**src/rtl/fill_write_scheduler_if.sv**
```systemverilog
// Bundle of signals between the fill write scheduler, the Fill FIFO, the tag
// lookup read path and the DRAM-cache memory controller port.
// The scheduler takes the master modport because it drives the memory
// request; the surrounding blocks take the slave modport.

`ifndef AXI_ADDR_WIDTH
`define AXI_ADDR_WIDTH 32
`endif
`ifndef AXI_DATA_WIDTH
`define AXI_DATA_WIDTH 64
`endif

interface fill_write_scheduler_if #(
   parameter int ADDR_WIDTH = `AXI_ADDR_WIDTH,
   parameter int DATA_WIDTH = `AXI_DATA_WIDTH
);
   logic                             fill_fifo_empty_i;
   logic                             fill_fifo_afull_i;
   logic                             fill_fifo_rden_o;
   logic [ADDR_WIDTH+DATA_WIDTH-1:0] fill_fifo_rdata_i;
   logic                             rd_valid_i;
   logic [ADDR_WIDTH-1:0]            rd_addr_i;
   logic                             rd_ready_o;
   logic                             mem_valid_o;
   logic                             mem_ready_i;
   logic                             mem_we_o;
   logic [ADDR_WIDTH-1:0]            mem_addr_o;
   logic [DATA_WIDTH-1:0]            mem_wdata_o;

   modport master (
      input  fill_fifo_empty_i,
      input  fill_fifo_afull_i,
      output fill_fifo_rden_o,
      input  fill_fifo_rdata_i,
      input  rd_valid_i,
      input  rd_addr_i,
      output rd_ready_o,
      output mem_valid_o,
      input  mem_ready_i,
      output mem_we_o,
      output mem_addr_o,
      output mem_wdata_o
   );

   modport slave (
      output fill_fifo_empty_i,
      output fill_fifo_afull_i,
      input  fill_fifo_rden_o,
      output fill_fifo_rdata_i,
      output rd_valid_i,
      output rd_addr_i,
      input  rd_ready_o,
      input  mem_valid_o,
      output mem_ready_i,
      input  mem_we_o,
      input  mem_addr_o,
      input  mem_wdata_o
   );
endinterface

```
**src/rtl/fill_write_scheduler.sv**
```systemverilog
// Fill write scheduler: shares the single DRAM-cache memory port between demand
// reads and Fill FIFO drain writes. Reads win by default; a fill is forced when
// the FIFO is almost full or after STARVE_LIMIT reads were granted while fills
// were waiting. One request is in flight at a time, with an idle cycle between
// requests.

`ifndef AXI_ADDR_WIDTH
`define AXI_ADDR_WIDTH 32
`endif
`ifndef AXI_DATA_WIDTH
`define AXI_DATA_WIDTH 64
`endif

module fill_write_scheduler #(
   parameter int ADDR_WIDTH   = `AXI_ADDR_WIDTH,
   parameter int DATA_WIDTH   = `AXI_DATA_WIDTH,
   parameter int STARVE_LIMIT = 8,
   parameter int CNT_W        = $clog2(STARVE_LIMIT + 1)
) (
   input  logic                  clk,
   input  logic                  rst_n,
   fill_write_scheduler_if.master bus
);

   typedef enum logic [1:0] {
      S_IDLE,
      S_POP,
      S_WR,
      S_RD
   } state_t;

   localparam logic [CNT_W-1:0] STARVE_MAX = CNT_W'(STARVE_LIMIT);

   state_t                state;
   state_t                state_nxt;
   logic [CNT_W-1:0]      starve_cnt;
   logic [CNT_W-1:0]      starve_cnt_nxt;
   logic                  mem_valid_q;
   logic                  mem_valid_nxt;
   logic                  mem_we_q;
   logic                  mem_we_nxt;
   logic [ADDR_WIDTH-1:0] mem_addr_q;
   logic [ADDR_WIDTH-1:0] mem_addr_nxt;
   logic [DATA_WIDTH-1:0] mem_wdata_q;
   logic [DATA_WIDTH-1:0] mem_wdata_nxt;
   logic                  fill_req;
   logic                  force_fill;
   logic                  grant_fill;
   logic                  grant_rd;
   logic                  rd_ready;
   logic                  fifo_rden;

   // Arbitration terms; only acted upon while the FSM sits in S_IDLE.
   assign fill_req   = !bus.fill_fifo_empty_i;
   assign force_fill = fill_req & (bus.fill_fifo_afull_i | (starve_cnt == STARVE_MAX));
   assign grant_fill = fill_req & (force_fill | !bus.rd_valid_i);
   assign grant_rd   = bus.rd_valid_i & !grant_fill;

   assign bus.rd_ready_o       = rd_ready;
   assign bus.fill_fifo_rden_o = fifo_rden;
   assign bus.mem_valid_o      = mem_valid_q;
   assign bus.mem_we_o         = mem_we_q;
   assign bus.mem_addr_o       = mem_addr_q;
   assign bus.mem_wdata_o      = mem_wdata_q;

   // State, starvation counter and the registered memory request.
   always_ff @(posedge clk or negedge rst_n) begin
      if (!rst_n) begin
         state       <= S_IDLE;
         starve_cnt  <= '0;
         mem_valid_q <= 1'b0;
         mem_we_q    <= 1'b0;
         mem_addr_q  <= '0;
         mem_wdata_q <= '0;
      end else begin
         state       <= state_nxt;
         starve_cnt  <= starve_cnt_nxt;
         mem_valid_q <= mem_valid_nxt;
         mem_we_q    <= mem_we_nxt;
         mem_addr_q  <= mem_addr_nxt;
         mem_wdata_q <= mem_wdata_nxt;
      end
   end

   // Next-state decode: grant in IDLE, capture the popped entry, hold the request until accepted.
   always_comb begin
      state_nxt      = state;
      starve_cnt_nxt = starve_cnt;
      mem_valid_nxt  = mem_valid_q;
      mem_we_nxt     = mem_we_q;
      mem_addr_nxt   = mem_addr_q;
      mem_wdata_nxt  = mem_wdata_q;
      rd_ready       = 1'b0;
      fifo_rden      = 1'b0;
      case (state)
         S_IDLE: begin
            if (grant_fill) begin
               fifo_rden      = 1'b1;
               starve_cnt_nxt = '0;
               state_nxt      = S_POP;
            end else if (grant_rd) begin
               rd_ready      = 1'b1;
               mem_valid_nxt = 1'b1;
               mem_we_nxt    = 1'b0;
               mem_addr_nxt  = bus.rd_addr_i;
               mem_wdata_nxt = '0;
               state_nxt     = S_RD;
               if (fill_req && (starve_cnt != STARVE_MAX)) begin
                  starve_cnt_nxt = starve_cnt + 1'b1;
               end
            end
         end
         S_POP: begin
            mem_valid_nxt = 1'b1;
            mem_we_nxt    = 1'b1;
            mem_addr_nxt  = bus.fill_fifo_rdata_i[ADDR_WIDTH+DATA_WIDTH-1:DATA_WIDTH];
            mem_wdata_nxt = bus.fill_fifo_rdata_i[DATA_WIDTH-1:0];
            state_nxt     = S_WR;
         end
         S_WR, S_RD: begin
            if (bus.mem_ready_i) begin
               mem_valid_nxt = 1'b0;
               mem_we_nxt    = 1'b0;
               state_nxt     = S_IDLE;
            end
         end
      endcase
   end

endmodule
```
**src/flat_wrapper.sv**
```systemverilog
// flat-port wrapper written by rule: the top's interface ports become plain ports
module fill_write_scheduler_flat 
#(
   parameter int ADDR_WIDTH   = `AXI_ADDR_WIDTH,
   parameter int DATA_WIDTH   = `AXI_DATA_WIDTH,
   parameter int STARVE_LIMIT = 8,
   parameter int CNT_W        = $clog2(STARVE_LIMIT + 1)
)
  (clk, rst_n, bus_fill_fifo_empty_i, bus_fill_fifo_afull_i, bus_fill_fifo_rden_o, bus_fill_fifo_rdata_i, bus_rd_valid_i, bus_rd_addr_i, bus_rd_ready_o, bus_mem_valid_o, bus_mem_ready_i, bus_mem_we_o, bus_mem_addr_o, bus_mem_wdata_o);
  fill_write_scheduler_if #(.ADDR_WIDTH(ADDR_WIDTH), .DATA_WIDTH(DATA_WIDTH)) bus_i ();
  input  logic clk;
  input  logic rst_n;
  input wire logic [$bits(bus_i.fill_fifo_empty_i)-1:0] bus_fill_fifo_empty_i;
  input wire logic [$bits(bus_i.fill_fifo_afull_i)-1:0] bus_fill_fifo_afull_i;
  output wire logic [$bits(bus_i.fill_fifo_rden_o)-1:0] bus_fill_fifo_rden_o;
  input wire logic [$bits(bus_i.fill_fifo_rdata_i)-1:0] bus_fill_fifo_rdata_i;
  input wire logic [$bits(bus_i.rd_valid_i)-1:0] bus_rd_valid_i;
  input wire logic [$bits(bus_i.rd_addr_i)-1:0] bus_rd_addr_i;
  output wire logic [$bits(bus_i.rd_ready_o)-1:0] bus_rd_ready_o;
  output wire logic [$bits(bus_i.mem_valid_o)-1:0] bus_mem_valid_o;
  input wire logic [$bits(bus_i.mem_ready_i)-1:0] bus_mem_ready_i;
  output wire logic [$bits(bus_i.mem_we_o)-1:0] bus_mem_we_o;
  output wire logic [$bits(bus_i.mem_addr_o)-1:0] bus_mem_addr_o;
  output wire logic [$bits(bus_i.mem_wdata_o)-1:0] bus_mem_wdata_o;
  assign bus_i.fill_fifo_empty_i = bus_fill_fifo_empty_i;
  assign bus_i.fill_fifo_afull_i = bus_fill_fifo_afull_i;
  assign bus_fill_fifo_rden_o = bus_i.fill_fifo_rden_o;
  assign bus_i.fill_fifo_rdata_i = bus_fill_fifo_rdata_i;
  assign bus_i.rd_valid_i = bus_rd_valid_i;
  assign bus_i.rd_addr_i = bus_rd_addr_i;
  assign bus_rd_ready_o = bus_i.rd_ready_o;
  assign bus_mem_valid_o = bus_i.mem_valid_o;
  assign bus_i.mem_ready_i = bus_mem_ready_i;
  assign bus_mem_we_o = bus_i.mem_we_o;
  assign bus_mem_addr_o = bus_i.mem_addr_o;
  assign bus_mem_wdata_o = bus_i.mem_wdata_o;
  fill_write_scheduler #(.ADDR_WIDTH(ADDR_WIDTH), .DATA_WIDTH(DATA_WIDTH), .STARVE_LIMIT(STARVE_LIMIT), .CNT_W(CNT_W)) u_core (.clk(clk), .rst_n(rst_n), .bus(bus_i));
endmodule
```
**config.mk**
```make
export PLATFORM = sky130hd
export DESIGN_NAME = fill_write_scheduler_flat
export DESIGN_NICKNAME = d
export VERILOG_FILES = /design/src/rtl/fill_write_scheduler_if.sv /design/src/rtl/fill_write_scheduler.sv /design/src/flat_wrapper.sv
export SDC_FILE = /design/constraint.sdc
export NUM_CORES = 1
export LEC_CHECK = 0
export BUFFER_PORTS_ARGS = -buffer_cell sky130_fd_sc_hd__buf_4
export CAP_MARGIN = 40
export CORE_UTILIZATION = 30
export DETAILED_ROUTE_END_ITERATION = 16
export PLACE_DENSITY_LB_ADDON = 0.05
export SLEW_MARGIN = 25
export SYNTH_ARGS = -nofsm -noshare
export SYNTH_HDL_FRONTEND = slang
export SYNTH_SLANG_ARGS = --single-unit
```
**constraint.sdc**
```tcl
create_clock -name clk -period 1.65 [get_ports clk]
set_clock_uncertainty 0.15 [all_clocks]
set_input_delay 0.0825 -clock clk [delete_from_list [all_inputs] [get_ports clk]]
set_output_delay 0.0825 -clock clk [all_outputs]
set_load 0.02 [all_outputs]
```
======== After elaboration in Yosys (flattened, before gate mapping) ========
Cells that the tools add are included.
storage, ports and cells
  memory bits (writable) .................. 0
  register bits after elaboration ......... 104
  ROM bits ................................ 0
  logic and storage cells ................. 59
  output and inout port bits .............. 100
  memories kept ........................... 0
  latch bits .............................. 0
cells by class
  divide/modulo/power cells ............... 0
  equal/unequal tests ..................... 9
  $lt $le $gt $ge ......................... 0
  multiplexer cells ....................... 25
  shifts and indexed selects .............. 0
  multipliers ............................. 0
  bitwise logic cells ..................... 5
  add/sub/neg operators ................... 1
  reductions and logical operators ........ 13
operators by type and width
  cell                   count
  $mux W64               2
  $pmux W64 S2           1
  $mux W32               2
  $pmux W32 S2           1
  $mux W4                3
  $mux W1                10
  $reduce_and A3 Y1      3
  $mux W2                3
  $pmux W1 S3            2
  $pmux W2 S3            1
  $reduce_bool A2 Y1     3
  $add A4 B1 Y4 const B  1
  $eq A2 B2 Y1 const B   2
  $eq A4 B4 Y1 const B   1
  $ne A2 B2 Y1 const B   2
  $ne A4 B4 Y1 const B   1
  $and A1 B1 Y1          3
  $logic_not A1 Y1       3
  $ne A3 B1 Y1 const B   1
  $eq A2 B1 Y1 const B   1
  $logic_not A2 Y1       1
  $ne A2 B1 Y1 const B   1
  $or A1 B1 Y1           2
  $reduce_and A2 Y1      1
  other kinds (2)        2

======== Depth between registers and ports, before layout ========
Gate-level depths: netlist of run 1.
  depth after elaboration ................. 10
  depth in mapped cells ................... 7

======== Worst setup path before layout of run 1 ========
OpenSTA, ideal clock, no wires.
  path type ............................... register to register
  from .................................... register u_core.starve_cnt[0]
  to ...................................... register u_core.mem_addr_q[10], in the netlist u_core.bus.mem_addr_o[10]
  cell stages (with the launch flop) ...... 7
  arrival ................................. 1.538 ns
  setup slack ............................. -0.162 ns
  library setup time ...................... 0.125 ns
  buffers on the path ..................... 1
  clock period less this slack ............ 1.812 ns
  cells stage by stage .................... dfrtp_1 inv_1 ha_1 nand3b_1 a2bb2oi_2 buf_4 mux2_2
between the ends
  longest elaborated chain between the ends .. 9
  elaborated cells on any way between the ends .. 10
  classes of those cells .................. 3 x eq/ne; 5 x bitwise; 2 x reduce/logical
ends and longest elaborated chain
  what                             line                        RTL
  from (decl)                      fill_write_scheduler.sv:36  logic [CNT_W-1:0] starve_cnt;
  from (signal assigned)           fill_write_scheduler.sv:77  starve_cnt <= starve_cnt_nxt;
  $eq A4 B4 Y1 (*)                 fill_write_scheduler.sv:55  assign force_fill = fill_req & (bus.fill_fifo_afull_i | (starve_cnt == STARVE_MAX));
  $or A1 B1 Y1 (*)                 fill_write_scheduler.sv:55
  $and A1 B1 Y1 (*)                fill_write_scheduler.sv:55
  $or A1 B1 Y1 (*)                 fill_write_scheduler.sv:56  assign grant_fill = fill_req & (force_fill | !bus.rd_valid_i);
  $and A1 B1 Y1 (*)                fill_write_scheduler.sv:56
  $logic_not A1 Y1                 fill_write_scheduler.sv:57  assign grant_rd = bus.rd_valid_i & !grant_fill;
  $and A1 B1 Y1                    fill_write_scheduler.sv:57
  $ne A2 B1 Y1 (no line)           -
  $reduce_and A3 Y1 (no line) (*)  -
  to (signal assigned)             fill_write_scheduler.sv:80  mem_addr_q <= mem_addr_nxt;
  to (decl)                        fill_write_scheduler.sv:42  logic [ADDR_WIDTH-1:0] mem_addr_q;
Mark *: on every way between the ends. The rest lies on a longest branch, timed or not.
A chain may end at the register's enable or synchronous reset.

======== Final worst setup path of run 1 ========
  from .................................... register u_core.state[1]
  to ...................................... register u_core.mem_addr_q[1], in the netlist u_core.bus.mem_addr_o[1]
between the ends
  longest elaborated chain between the ends .. 3
  elaborated cells on any way between the ends .. 7
  classes of those cells .................. 3 x eq/ne; 1 x mux; 3 x reduce/logical
ends and longest elaborated chain
  what                                                     line                        RTL
  from (decl)                                              fill_write_scheduler.sv:34  state_t state;
  from (signal assigned)                                   fill_write_scheduler.sv:76  state <= state_nxt;
  $logic_not A2 Y1 / $eq A2 B1 Y1 (equally long branches)  fill_write_scheduler.sv:95  case (state)
  $ne A2 B2 Y1 (no line) (tied with other cells)           -
  $reduce_and A3 Y1 (no line)                              -
Several ways; a longest one is shown, not always the timed one.

==> results of run 1 <==
-- final cells by class --
class,instances,share of cell area [%]
clock inverter,5,0.9059
tap,184,2.604
multi-input combinational,166,20.50
timing repair buffer,417,43.55
sequential,104,29.44
inverter,6,0.2548
clock buffer,11,2.746
-- report_power, final --
part	leakage, nW	switching (mW)	internal (mW)
Sequential	1.32	0.587	3.53
Clock	0.152	0.956	1.37
Combinational	2.94	3.36	4.34
-- worst max-delay path by stage --
stage | from | cells after the start | slack, ps | endpoint
finish | u_core.state[1] | 6 | -200 | u_core.bus.mem_addr_o[1]
global route | u_core.starve_cnt[1] | 7 | -250 | u_core.bus.mem_addr_o[0]
CTS | u_core.state[0] | 4 | -200 | bus_fill_fifo_rden_o
detailed placement | u_core.starve_cnt[0] | 6 | -250 | u_core.bus.mem_addr_o[12]
global placement | u_core.starve_cnt[0] | 6 | -200 | u_core.bus.mem_addr_o[6]
floorplan | u_core.starve_cnt[0] | 6 | -160 | u_core.bus.mem_addr_o[10]
-- sequential cells by signal (all words and copies together) (netlist names) --
name                    cells
u_core.bus.mem_wdata_o     64
u_core.bus.mem_we_o         1
u_core.starve_cnt           4
u_core.state                2
u_core.bus.mem_addr_o      32
u_core.bus.mem_valid_o      1
-- metrics by stage --
stage	area (µm²)	total power, mW
after floorplan	4442	7.544
after global placement	6531	10.05
after detailed placement	6531	10.11
after CTS	8603	13.76
after global routing	8840	14.88
final	8840	14.14
-- placed cells by master, fill, tap and decap left out, types with 3 or more instances in the layout --
master / instances
mux2_2: 8
buf_8: 4
clkbuf_16: 12
dfrtp_1: 104
buf_4: 250
dlygate4sd3_1: 133
buf_6: 9
inv_1: 4
buf_12: 12
a31o_2: 3
nand2_1: 5
buf_16: 6
a22o_1: 64
mux2_4: 55
-- routing by layer --
metal  track usage [%]  wire [µm]  share of wire [%]  vias to the layer above
li1                  -          -                  -                     1934
met4             6.852        184                1.2                        0
met1             23.28       6316                 42                     1980
met3             4.487       1027                6.9                       16
met2             31.18       7336                 49                      157
met5                 0          0                  0                        -
-- cells by family after synthesis --
logic type | after synthesis | share of synthesized area [%]
DFF | 104 | 58.59
buffers and inverters | 29 | 4.197
AOI/OAI and AO/OA | 77 | 14.76
and+or+nand+nor | 21 | 2.761
adders and majority gates | 2 | 0.5633
muxes | 66 | 19.13
-- tightest hold or removal path: stages --
cell and delay [ps]:
buf_4 130, inv_1 50, a211oi_1 60, a31o_2 200
-- repair_timing --
action / CTS / global route
endpoints found under the setup margin: 91 / 96
endpoints found under the hold margin: 204 / 0
pin swaps: 3 / 9
hold buffers: 133 / 0
cloned: 6 / 4
gates resized for setup: 50 / 17
buffers inserted: 7 / 11
==> flow_metrics.tcl, run 1 <==
set metrics [dict create \
    reg2reg_depth 6 \
    avgSynthCellArea_um2 14.86 \
    cp.required_ps 1730 \
    overflow 0 \
    path_buf_inv 3 \
    num_vias 4087 \
    crit_chain "buf_6 -> nor2b_4 -> buf_12 -> buf_12 -> mux2_4 -> mux2_1" \
    clock_latency_ps 350 \
    synth.top_cells.by_area "dfrtp_1 59%, a22o_1 13%, mux2_4 9.8%, mux2_2 8.1%, buf_4 1.5%" \
    synthTopCellsByCount "104 x dfrtp_1, 64 x a22o_1, 32 x mux2_2" \
    fin_crit_sh_pct 111.9 \
    drt_iter0_drc 136 \
    cts_tree "built" \
    yosysUniqueCellTypes 33 \
    async_flop_share_pct 100.0 \
    drc 0 \
    dp.final_hpwl_um 8837 \
    max-cap-violations 0 \
    instances_no_fill 893 \
    hp-class "primary input to register" \
    antenna_found_initial 0 \
    cp-end-kind "register" \
    path_common_cell "buf_12" \
    synthDominantCellAreaShare_pct 58.59 \
    min_from "bus_rd_valid_i" \
    synth_nets 435 \
    placed_cells 718 \
    fin_crit_ps 1847 \
    viasPerCell 4.577 \
    critPathKind "register to register" \
    firstDrtPassIters 4 \
    power_leakage_nw 4.417 \
    worst_ir_drop_vdd_v 0.0008146 \
    seq_area_um2 2603 \
    crit_arrival_ps 1930 \
    max_freq_mhz 541.5 \
    relSlewSlack_pct 67.31 \
    core_um2 14480 \
    synth_edf_count 0 \
    yosys.cell_count.top_type "dfrtp_1" \
    setup_viol 93 \
    drt-total-wl_um 14860 \
    cts-root-buf "clkbuf_16" \
    drtAntennaViolNets 0 \
    synthCells 299 \
    cp_top_family "multiplexers" \
    clk_pin_slew_ps 70 \
    rows 44 \
    r2r_slack_ps -200 \
    ios 234 \
    grt_pass1_wl_um 21470 \
    die_w_um 123.7 \
    r2r_end "u_core.bus.mem_addr_o[1]" \
    synthToLayoutAreaGrowth_pct 99.01 \
    ys_ff_latch 104 \
    r2r_start "u_core.state[1]" \
    rsz0062_at_grt "true" \
    whs_path_depth 4 \
    gp_congestion 0.7605 \
    failed_checks "negative setup slack" \
    io_buffers 233 \
    ys_warn_count 0 \
    die-area_um2 15300 \
    initial_core_util_pct 30.68 \
    finalMaxSlewViolations 0 \
    cts_buffers 9 \
    grt_usage_pct 18.65 \
    wl_per_cell_um 16.65 \
    clock-sinks 104 \
    setup_slack_ps -196.7 \
    crit_slowest_cell "dfrtp_1" \
    whs_endpoint "u_core.state[0]" \
    outcome "finished with violations" \
    synth_ff_type "dfrtp_1" \
    fin_setup_tns_ps -11100 \
    startpoint_type "register" \
    cts_buffer_depth 2 \
    nNetsFinal 840 \
    n_fill_cell 1127 \
    drive_gt1_share_pct 52.89 \
    grt_max_degree 65 \
    crit_path_max_incr_delay_ps 400 \
    grt_pass1_vias 4084 \
    utilization_pct 61.05 \
    hold_slack_ps 59.55 \
    synth_area_um2 4442 \
    yosysTopAreaCell "dfrtp_1" \
    path_max_fanout 6 \
    pre_cts_slack_ps -253.3 \
    worst_pin_slew_ps 486.7 \
    htree_num_levels 3 \
    die_h_um 123.7 \
    ys_seq_area_share_pct 58.59 \
    power_density_nw_per_um2 1600 \
    num_antenna_cells 0 \
    hold_violations 0 \
    multi_input_area_um2 1812 \
]
Power figures use the tool's default switching activity.
==> inputs of run 2 (changes only) <==
--- a/config.mk
+++ b/config.mk
@@ -10,6 +10,7 @@
 export CORE_UTILIZATION = 30
 export DETAILED_ROUTE_END_ITERATION = 16
 export PLACE_DENSITY_LB_ADDON = 0.05
+export SKIP_LAST_GASP = 1
 export SLEW_MARGIN = 25
 export SYNTH_ARGS = -nofsm -noshare
 export SYNTH_HDL_FRONTEND = slang
==> run 2 against run 1 <==
The run still ends with negative setup slack left; final cell count up 0.34%; non-clock buffer count up 3; register-to-register slack about the same; clock-buffer cell count unchanged; critical endpoint unchanged; largest cell class unchanged.
==> flow_metrics.tcl, run 2 (synthesis gave the netlist of run 1 again) <==
set metrics [dict create \
    antenna_found_initial 0 \
    crit_slowest_cell "dfrtp_1" \
    crit_arrival_ps 1930 \
    fin_setup_tns_ps -11980 \
    setup_viol 95 \
    max_freq_mhz 541.3 \
    num_antenna_cells 0 \
    pwr-share-comb_pct 54.6 \
    n_fill_cell 1132 \
    crit_path_max_incr_delay_ps 400 \
    path_max_fanout 6 \
    fin_crit_sh_pct 112.0 \
    worst_ir_drop_vdd_v 0.0008139 \
    finalMaxSlewViolations 0 \
    drt-total-wl_um 14860 \
    mostFrequentLayoutCells "252 x buf_4, 133 x dlygate4sd3_1, 104 x dfrtp_1" \
    core_um2 14480 \
    clock-sinks 104 \
    dp.final_hpwl_um 8837 \
    hold_violations 0 \
    grt_pass1_vias 4100 \
    grt_pass1_wl_um 21440 \
    cp_top_family "multiplexers" \
    relSlewSlack_pct 69.48 \
    swShare_pct 34.50 \
    failed_checks "negative setup slack" \
    cp.required_ps 1730 \
    critPathKind "register to register" \
    worst_pin_slew_ps 454.3 \
    clock_latency_ps 350 \
    path_buf_inv 3 \
    path_common_cell "buf_12" \
    p_seq_share_pct 29.0 \
    hold_slack_ps 55.67 \
    drc 0 \
    outcome "finished with violations" \
    power_leakage_nw 4.427 \
    grt_max_degree 65 \
    p_int_mw 9.290 \
    clock_power_share_pct 16.4 \
    setup_slack_ps -197.5 \
    synthToLayoutAreaGrowth_pct 99.63 \
    startpoint_type "register" \
    gp_congestion 0.7605 \
    cp-end-kind "register" \
    power.switching_mw 4.894 \
    firstDrtPassIters 4 \
    cts-root-buf "clkbuf_16" \
    cts_tree "built" \
    viasPerCell 4.578 \
    max-cap-violations 0 \
    grt_usage_pct 18.60 \
    initial_core_util_pct 30.68 \
    io_buffers 233 \
    rsz0062_at_grt "true" \
    drtAntennaViolNets 0 \
    rows 44 \
    crit_chain "buf_6 -> nor2b_4 -> buf_12 -> buf_12 -> mux2_4 -> mux2_1" \
    hp-class "primary input to register" \
    final_common_cell "buf_4" \
    cts_buffers 9 \
    die-area_um2 15300 \
    cts_buffer_depth 2 \
    die_h_um 123.7 \
    die_w_um 123.7 \
    largest_register_ffs 64 \
    drive_gt1_share_pct 53.09 \
    drt_iter0_drc 127 \
    clk_pin_slew_ps 70 \
    ios 234 \
    num_vias 4102 \
    nNetsFinal 843 \
    power_density_nw_per_um2 1600 \
    fin_crit_ps 1847 \
    overflow 0 \
    htree_num_levels 3 \
    wl_per_cell_um 16.58 \
]
-- run 2: cell count changes in the layout (fill, tap and decap cells not counted) --
cell    before  now
mux2_4      55   53
buf_4      250  252
mux2_2       8   10
buf_12      12   13
-- run 2: final timing paths --
check                                      startpoint                          to  slack (ps)  cells after the start
min                                    bus_rd_valid_i             u_core.state[0]          60                      4
min reg2reg                u_core.bus.mem_wdata_o[12]  u_core.bus.mem_wdata_o[12]         350                      1
max in group asynchronous                       rst_n  u_core.bus.mem_wdata_o[23]         720                      3
max reg2reg                           u_core.state[1]    u_core.bus.mem_addr_o[1]        -200                      6
min in group asynchronous                       rst_n  u_core.bus.mem_wdata_o[18]         110                      3
max                                   u_core.state[1]    u_core.bus.mem_addr_o[1]        -200                      6
-- run 2: power groups by stage --
stage	combinational, mW	sequential (mW)	clock, mW
after floorplan	2.35	5.20	0
after global placement	5.94	4.11	0
after detailed placement	5.99	4.12	0
after CTS	7.16	4.10	2.39
after global routing	8.21	4.23	2.50
final	7.75	4.12	2.32
-- run 2: cell type report --
cell class / count / area (µm²) / area share (%)
clock inverter: 5 / 80.08 / 0.9031
inverter: 6 / 22.52 / 0.2540
sequential: 104 / 2603 / 29.35
multi-input combinational: 166 / 1804 / 20.35
timing repair buffer: 420 / 3885 / 43.81
tap: 184 / 230.2 / 2.596
clock buffer: 11 / 242.7 / 2.737
-- run 2: per-stage QoR --
step                      utilization (%)  power (mW)  area, µm²  worst slack (ps)  cells
after floorplan                         -       7.544       4442            -162.2    299
after global placement              45.11       10.05       6531            -196.6    718
after detailed placement            45.11       10.11       6531            -253.3    718
after CTS                           59.11       13.65       8558            -215.7    880
after global routing                61.24       14.94       8867            -254.9    896
final                               61.24       14.18       8867            -197.5    896
-- run 2: worst reg2reg max path, delay by kind of cell (launching register included) --
kind	cells	cell delay [ps]
simple gates	1	170
mux	2	600
flops	1	400
buf+inv	3	410
-- run 2: timing repair --
item,in CTS,in global routing
pin swaps,3,10
gates resized for setup,39,26
endpoints found under the setup margin,91,96
hold buffers,133,0
cloned,6,4
hold endpoints to repair,205,0
buffers inserted,7,14
-- run 2: per-layer routing --
layer  global-route usage, %  share of wire [%]  vias to the layer above  routed length [µm]
met2                   31.04                 49                      157                7312
li1                        -                  -                     1940                   -
met1                   23.11                 42                     1987                6272
met3                   4.533                7.1                       18                1055
met4                   7.154                1.5                        0                 217
met5                       0                  0                        -                   0
==> inputs of run 3 (changes only) <==
--- a/config.mk
+++ b/config.mk
@@ -10,6 +10,7 @@
 export CORE_UTILIZATION = 30
 export DETAILED_ROUTE_END_ITERATION = 16
 export PLACE_DENSITY_LB_ADDON = 0.05
+export RECOVER_POWER = 50
 export SKIP_LAST_GASP = 1
 export SLEW_MARGIN = 25
 export SYNTH_ARGS = -nofsm -noshare
==> run 3 against run 2 <==
The run still ends with negative setup slack left; die area unchanged; utilization is 0.24 points lower; power about the same; flip-flop and latch count unchanged; sequential share of layout area grew 0.12 points; clock power barely moved; non-clock buffer count is the same; worst hold slack hardly changed; largest cell class unchanged.
==> flow_metrics.tcl, run 3 (synthesis gave the netlist of run 1 again) <==
set metrics [dict create \
    outcome "finished with violations" \
    failed_checks "negative setup slack" \
    max-cap-violations 0 \
    antenna_found_initial 0 \
    p_total_mw 14.17 \
    worst_ir_drop_vdd_v 0.0008139 \
    cts_buffers 9 \
    grt_max_degree 65 \
    critPathKind "register to register" \
    firstDrtPassIters 4 \
    drtAntennaViolNets 0 \
    swShare_pct 34.55 \
    power_leakage_nw 4.409 \
    num_vias 4110 \
    multi_input_area_um2 1804 \
    fin_crit_sh_pct 111.8 \
    seq_area_um2 2603 \
    dp.final_hpwl_um 8837 \
    fin_setup_tns_ps -11880 \
    wl_per_cell_um 16.59 \
    crit_chain "buf_6 -> nor2b_4 -> buf_12 -> buf_12 -> mux2_4 -> mux2_1" \
    max_freq_mhz 541.9 \
    n_fill_cell 1135 \
    worst_pin_slew_ps 975.6 \
    largest_register_ffs 64 \
    crit_slowest_cell "dfrtp_1" \
    path_max_fanout 6 \
    cp.required_ps 1730 \
    num_antenna_cells 0 \
    die-area_um2 15300 \
    initial_core_util_pct 30.68 \
    setup_viol 95 \
    clock-sinks 104 \
    crit_arrival_ps 1930 \
    synthToLayoutAreaGrowth_pct 98.85 \
    path_common_cell "buf_12" \
    power.switching_mw 4.896 \
    clock_power_share_pct 16.4 \
    clk_pin_slew_ps 70 \
    drive_gt1_share_pct 52.81 \
    clock_latency_ps 350 \
    viasPerCell 4.587 \
    hp-class "primary input to register" \
    hold_violations 0 \
    io_buffers 233 \
    drt_iter0_drc 140 \
    grt_usage_pct 18.60 \
    mostFrequentLayoutCells "250 x buf_4, 133 x dlygate4sd3_1, 104 x dfrtp_1" \
    relSlewSlack_pct 34.96 \
    die_w_um 123.7 \
    crit_path_max_incr_delay_ps 400 \
    grt_pass1_wl_um 21440 \
    cts_buffer_depth 2 \
    power_density_nw_per_um2 1604 \
    nNetsFinal 843 \
    ios 234 \
    p_seq_share_pct 29.0 \
    final_common_cell "buf_4" \
    rows 44 \
    die_h_um 123.7 \
    p_int_mw 9.274 \
    drt-total-wl_um 14870 \
    drc 0 \
    setup_slack_ps -195.4 \
    cts_tree "built" \
    startpoint_type "register" \
    fin_crit_ps 1845 \
    rsz0062_at_grt "true" \
    core_um2 14480 \
    htree_num_levels 3 \
    cp-end-kind "register" \
    finalMaxSlewViolations 0 \
    gp_congestion 0.7605 \
    pwr-share-comb_pct 54.5 \
    cts-root-buf "clkbuf_16" \
    overflow 0 \
    grt_pass1_vias 4100 \
]
==> run 3: power groups by stage <==
stage | Sequential [mW] | Combinational [mW] | Clock, mW
after global routing | 4.23 | 8.19 | 2.50
after CTS | 4.10 | 7.16 | 2.39
final | 4.11 | 7.73 | 2.33
after global placement | 4.11 | 5.94 | 0
after floorplan | 5.20 | 2.35 | 0
after detailed placement | 4.12 | 5.99 | 0
==> run 3: worst paths after layout <==
path,cells after the start,end,startpoint,slack (ps)
min reg2reg,1,u_core.bus.mem_wdata_o[12],u_core.bus.mem_wdata_o[12],350
max reg2reg,6,u_core.bus.mem_addr_o[1],u_core.state[1],-200
min in group asynchronous,3,u_core.bus.mem_wdata_o[18],rst_n,450
max,6,u_core.bus.mem_addr_o[1],u_core.state[1],-200
max in group asynchronous,3,u_core.bus.mem_addr_o[14],rst_n,290
min,4,u_core.state[0],bus_rd_valid_i,60
==> run 3: layout make-up <==
type | count | area share, %
sequential | 104 | 29.47
clock buffer | 11 | 2.748
multi-input combinational | 166 | 20.43
timing repair buffer | 420 | 43.59
tap | 184 | 2.607
clock inverter | 5 | 0.9066
inverter | 6 | 0.2550
==> run 3: per-layer routing <==
metal / vias up / share of wire (%) / global-route usage [%]
met2: 157 / 49 / 31.04
met1: 1996 / 42 / 23.11
met4: 0 / 1.5 / 7.154
met3: 18 / 7.0 / 4.533
met5: - / 0 / 0
li1: 1939 / - / -
==> run 3: per-stage QoR <==
step	hold slack, ps	utilization (%)	area [µm²]	worst slack [ps]	instances
after floorplan	-363.1	-	4442	-162.2	299
after global placement	-253.8	45.11	6531	-196.6	718
after detailed placement	-254.9	45.11	6531	-253.3	718
after CTS	43.39	59.11	8558	-215.7	880
after global routing	63.37	61.00	8832	-254.9	896
final	56.02	61.00	8832	-195.4	896
==> run 3: critical path: cells and delay by family, from the launching register on <==
kind                   cells  cell delay (ps)
buffers and inverters      3              410
flip-flops                 1              400
multiplexers               2              590
AND/OR/NAND/NOR            1              170
==> run 3: what timing repair did <==
action	4_1_cts	5_1_grt
gates cloned	6	4
pin swaps	3	10
hold buffers	133	0
endpoints found under the setup margin	91	96
resized for setup	39	26
hold endpoints to repair	205	0
buffers inserted	7	14
